[src/rtl/pc_fetch_stage_pkg.sv]
// Shared constants and types for the instruction-fetch stage.
package pc_fetch_stage_pkg;

  localparam int          XLEN_DEFAULT      = 64;
  localparam logic [63:0] RESET_PC_DEFAULT  = 64'h0;
  localparam logic [31:0] NOP_INSTR_DEFAULT = 32'h0000_0013;  // addi x0,x0,0

  // Per-edge update selected for the PC and the IF/ID register, in priority order.
  typedef enum logic [1:0] {
    SEL_RESET    = 2'd0,
    SEL_REDIRECT = 2'd1,
    SEL_HOLD     = 2'd2,
    SEL_SEQ      = 2'd3
  } pc_sel_e;

endpackage

[src/rtl/pc_fetch_stage_if.sv]
// Instruction-memory port: address out from fetch, same-cycle read data back.
interface pc_fetch_stage_if #(
  parameter int XLEN = 64
);
  logic [XLEN-1:0] imem_addr;
  logic [31:0]     imem_rdata;

  modport master (output imem_addr, input  imem_rdata);
  modport slave  (input  imem_addr, output imem_rdata);
endinterface

[src/rtl/pc_fetch_stage_pc_adder.sv]
// XLEN-bit PC incrementer; carry out of the top bit is discarded so the PC wraps.
module pc_adder #(
  parameter int XLEN = 64
) (
  input  logic [XLEN-1:0] pc,
  output logic [XLEN-1:0] pc_plus4
);
  assign pc_plus4 = pc + XLEN'(4);
endmodule

[src/rtl/pc_fetch_stage.sv]
// Fetch stage: PC register, next-PC select (reset > redirect > stall > advance)
// and the IF/ID pipeline register fed from an async-read instruction memory.
module pc_fetch_stage
  import pc_fetch_stage_pkg::*;
#(
  parameter int              XLEN      = XLEN_DEFAULT,
  parameter logic [XLEN-1:0] RESET_PC  = XLEN'(RESET_PC_DEFAULT),
  parameter logic [31:0]     NOP_INSTR = NOP_INSTR_DEFAULT
) (
  input  logic             clk,
  input  logic             reset,
  input  logic             stall,
  input  logic             redirect,
  input  logic [XLEN-1:0]  redirect_pc,
  pc_fetch_stage_if.master imem,
  output logic [XLEN-1:0]  if_id_pc,
  output logic [31:0]      if_id_instr,
  output logic             if_id_valid,
  output logic             misaligned
);

  logic [XLEN-1:0] pc;
  logic [XLEN-1:0] pc_plus4;
  pc_sel_e         sel;

  pc_adder #(.XLEN(XLEN)) u_pc_adder (
    .pc       (pc),
    .pc_plus4 (pc_plus4)
  );

  // The memory address comes straight from the PC register, never from stall/redirect.
  assign imem.imem_addr = pc;

  always_comb begin
    // NOTE: sel gets a default before any branch so every path assigns it and no latch is inferred.
    sel = SEL_SEQ;
    if (reset)         sel = SEL_RESET;
    else if (redirect) sel = SEL_REDIRECT;
    else if (stall)    sel = SEL_HOLD;
  end

  // NOTE: all state uses non-blocking assignments so every register samples pre-edge values.
  always_ff @(posedge clk) begin
    case (sel)
      SEL_RESET: begin
        pc          <= RESET_PC;
        if_id_pc    <= '0;
        if_id_instr <= NOP_INSTR;
        if_id_valid <= 1'b0;
        misaligned  <= 1'b0;
      end
      SEL_REDIRECT: begin
        // Target low bits are dropped; the wrong-path fetch in IF/ID becomes a bubble.
        pc          <= {redirect_pc[XLEN-1:2], 2'b00};
        if_id_pc    <= '0;
        if_id_instr <= NOP_INSTR;
        if_id_valid <= 1'b0;
        misaligned  <= |redirect_pc[1:0];
      end
      SEL_HOLD: begin
        misaligned  <= 1'b0;
      end
      default: begin
        pc          <= pc_plus4;
        if_id_pc    <= pc;
        if_id_instr <= imem.imem_rdata;
        if_id_valid <= 1'b1;
        misaligned  <= 1'b0;
      end
    endcase
  end

endmodule

[src/flat_wrapper.sv]
// flat-port wrapper written by rule: the top's interface ports become plain ports
module pc_fetch_stage_flat import pc_fetch_stage_pkg::*;
#(
  parameter int              XLEN      = XLEN_DEFAULT,
  parameter logic [XLEN-1:0] RESET_PC  = XLEN'(RESET_PC_DEFAULT),
  parameter logic [31:0]     NOP_INSTR = NOP_INSTR_DEFAULT
)
  (clk, reset, stall, redirect, redirect_pc, if_id_pc, if_id_instr, if_id_valid, misaligned, imem_imem_addr, imem_imem_rdata);
  pc_fetch_stage_if #(.XLEN(XLEN)) imem_i ();
  input  logic clk;
  input  logic reset;
  input  logic stall;
  input  logic redirect;
  input  logic [XLEN-1:0] redirect_pc;
  output logic [XLEN-1:0] if_id_pc;
  output logic [31:0] if_id_instr;
  output logic if_id_valid;
  output logic misaligned;
  output wire logic [$bits(imem_i.imem_addr)-1:0] imem_imem_addr;
  input wire logic [$bits(imem_i.imem_rdata)-1:0] imem_imem_rdata;
  assign imem_imem_addr = imem_i.imem_addr;
  assign imem_i.imem_rdata = imem_imem_rdata;
  pc_fetch_stage #(.XLEN(XLEN), .RESET_PC(RESET_PC), .NOP_INSTR(NOP_INSTR)) u_core (.clk(clk), .reset(reset), .stall(stall), .redirect(redirect), .redirect_pc(redirect_pc), .imem(imem_i), .if_id_pc(if_id_pc), .if_id_instr(if_id_instr), .if_id_valid(if_id_valid), .misaligned(misaligned));
endmodule
[config.mk]
export PLATFORM = sky130hd
export DESIGN_NAME = pc_fetch_stage_flat
export DESIGN_NICKNAME = d
export VERILOG_FILES = /design/src/rtl/pc_fetch_stage_pkg.sv /design/src/rtl/pc_fetch_stage_if.sv /design/src/rtl/pc_fetch_stage_pc_adder.sv /design/src/rtl/pc_fetch_stage.sv /design/src/flat_wrapper.sv
export SDC_FILE = /design/constraint.sdc
export NUM_CORES = 1
export LEC_CHECK = 0
export CAP_MARGIN = 10
export CELL_PAD_IN_SITES_DETAIL_PLACEMENT = 0
export CELL_PAD_IN_SITES_GLOBAL_PLACEMENT = 2
export CORE_UTILIZATION = 32
export CTS_CLUSTER_SIZE = 30
export DETAILED_ROUTE_END_ITERATION = 12
export PLACE_DENSITY = 0.87
export REMOVE_ABC_BUFFERS = 1
export SLEW_MARGIN = 20
export SYNTH_ARGS = -nofsm -noshare
export SYNTH_HDL_FRONTEND = slang
export SYNTH_HIERARCHICAL = 1
export SYNTH_SLANG_ARGS = --single-unit
[constraint.sdc]
create_clock -name clk -period 9.72 [get_ports clk]
set_clock_uncertainty 0.15 [all_clocks]
set_input_delay 1.458 -clock clk [delete_from_list [all_inputs] [get_ports clk]]
set_output_delay 1.458 -clock clk [all_outputs]
set_load 0.02 [all_outputs]
==> results.md <==
* Port Buf Inserts at 261
* CP Cell Sequence: buf_2 -> buf_4 -> nor2_8 -> nand2_4 -> buf_4 -> buf_4
* Adder-cell area share of the yosys netlist at 0.00157
* Synth Area in Simple Gates at 0.207
* Final Hold Fails at 0
* Max incr delay on CP at 0.89 ns
* Fin crit share at 0.469
* Met2 WL post-DR at 10400 um
* M1 WL at 9420 um
* Most frequent cells in the layout: clkdlybuf4s50_1, edfxtp_1, and2_1
* Final Wtd Congestion at 0.773
* Critical path's top delay family: buffers and inverters
* Core area at 24400 sq um
* Most used DFF post-synth: edfxtp_1
* Bufs and invs on worst path at 4
* Clock power share at 0.355
* DR vias/cell at 4.57
* Crit start category: primary input
* RSZ-0062 raised after global routing: no
* Max Clk Rate at 219 MHz
* DRT iter0 DRCs at 266
* Antenna Nets Post-Route at 0
* CP Data Arrival Time at 4.45 ns
* Async SR Flop Fraction at 0
* CP max FO at 72
* Chip height at 160 um
* Mapped Cells at 618
* Final wirelength at 20900 um
* Post_cts resized at 0
* Largest net degree at the start of global routing at 98
* Fin area at 11300 sq um
* Cell mode on critical path: buf_4
* Vias in the first global route at 5339
* DR top layer: met4
* CTS tree: yes
* Die Footprint at 25600 sq um
* Synth unique cells at 33
* Setup_tns at 0 ns
* Setup crit end kind: flip-flop
* Layout cell share with drive strength beyond 1 at 0.0541
* Clock sink total at 162
* First-pass GRT wire length at 31800 um
* Sw Share at 0.266
* Row count at 57
* Worst Hold Class: flip-flop to flip-flop
* Via count at 5534
* Die W at 160 um
* PwrDens at 161 nW/um^2
* Max Cap Viol at 0
* Setup ws final at 5.16 ns
* Max IR drop VDD at 0.0774 mV
* Max Slew Vio Count at 0
* Synth Area in XOR/XNOR at 0.0659
* GRT Total Usage at 0.165
* Worst-Margin Slew at 0.972 ns
* #FFs+latches synth at 162
* Max transition margin at 0.352
* Synth Area in Compound Gates at 0
* Internal power at 1.34 mW
* Clock-pin slew on the worst setup and hold paths at 0.07 ns
* Final setup fails at 0
* Total power at 1.82 mW
* Largest family of logic cells by synthesized area: simple AND/OR/NAND/NOR gates
* Comb power frac at 0.163
* Htree depth at 4
* First drt pass iteration count at 4
* Syn_area_per_cell at 12.9 sq um
* Final Critical Period at 4.56 ns
* Root Buffer: clkbuf_16
* Commonest non-fill, non-tap cell in the layout: clkdlybuf4s50_1
* Psw at 0.484 mW
* Max Root-Sink Buffers at 2
* Final nets at 975
* Layout area overhead at 42.0%
* Synth warn at 6
* Number of synthesized flops with an enable pin at 161
* CTS Buf Count at 17
* Clock Latency Late Sink at 0.42 ns
* Post-DP HPWL at 14400 um
* Placed instance area at 10700 sq um
* Post-CTS Setup Bufs at 0
* Critical path type: primary input to flip-flop
* Status: complete, no violations
* Critical Path Slowest Stage Cell: buf_4
* Filler Cells Inserted at 2261
* Starting density of the core at 0.327
* CTS Hold Bufs at 0
* Drt drc at 0
* WP data required at 9.61 ns
* Multiplexer share of the synthesized area at 0.0778
* Mapped cell area at 7970 sq um
* Gr ovfl total at 0
* Met3 wire len at 928 um
* Seq pwr share at 0.482
* Sequential area share after synthesis at 0.609
* Worst slack, placed at 4.39 ns
* Hold_ws at 0.445 ns
* Initial antenna violation count at 1
* Num ports at 262
* Routed WL per cell at 17.3 um
* Static leakage at 4.38 nW
worst paths after layout:
kind	endpoint	cells past startpoint	from	slack (ns)
worst min register to register	u_core/if_id_pc[1]	1	u_core/imem.imem_addr[1]	0.45
worst max-delay path	u_core/imem.imem_addr[19]	6	reset	5.16
worst min-delay path	u_core/if_id_pc[1]	1	u_core/imem.imem_addr[1]	0.45
worst max register to register	u_core/imem.imem_addr[59]	7	u_core/imem.imem_addr[34]	6.80
registers in the layout (all words and copies together) (netlist names):
name / flops
u_core/if_id_pc: 64
u_core/imem.imem_addr: 64
u_core/if_id_instr: 32
u_core/if_id_valid: 1
u_core/misaligned: 1
worst register-to-register path, delay by kind of cell (launching register included):
| kind | cells | cell delay [ns] |
|---|---|---|
| XOR/XNOR | 1 | 0.09 |
| multiplexers | 1 | 0.14 |
| flip-flops | 1 | 0.49 |
| AND/OR/NAND/NOR | 5 | 1.76 |
synth_stat cells (6+ instances only):
cell	instances	share of area
and2_1	95	0.075
buf_4	8	0.0075
buf_6	6	0.0085
edfxtp_1	161	0.61
inv_1	8	0.0038
mux2i_1	62	0.078
nand2_1	23	0.011
nand3_1	28	0.018
nand4_1	20	0.016
nor2_1	88	0.041
nor3_1	11	0.0069
xnor2_1	32	0.035
xor2_1	28	0.031
power groups by stage:
stage / registers (mW) / clock network [mW] / logic [mW]
2_1_floorplan: 0.950 / 0 / 0.0650
3_3_place_gp: 0.893 / 0 / 0.297
3_5_place_dp: 0.894 / 0 / 0.299
4_1_cts: 0.879 / 0.664 / 0.300
5_1_grt: 0.887 / 0.689 / 0.315
6_report: 0.878 / 0.647 / 0.297
cell families after synthesis:
| family | count (synthesis) |
|---|---|
| AND/OR/NAND/NOR | 296 |
| flip-flops | 162 |
| multiplexers | 62 |
| XOR/XNOR | 60 |
| buffers and inverters | 37 |
| adder cells (fa/ha/maj) | 1 |
layout make-up:
type	count	area [sq um]	area share
inverter	8	30.0	0.00265
clock inverter	15	131	0.0116
multi-input combinational	419	2820	0.249
antenna	1	2.50	0.000221
clock buffer	17	425	0.0376
tap	324	405	0.0358
timing repair buffer	266	2660	0.234
sequential	162	4850	0.429
per-stage QoR:
stage                      util  std cells
final                     0.464       1212
after global routing      0.464       1212
after CTS                 0.463       1210
after detailed placement  0.440       1178
after global placement    0.440       1178
after floorplan               -        589
routing by layer:
metal	up-vias	global-route usage
met5	-	0
met4	0	0.0532
met3	13	0.0322
met2	163	0.271
met1	2653	0.218
li1	2705	-
(Power assumes the default switching activity.)
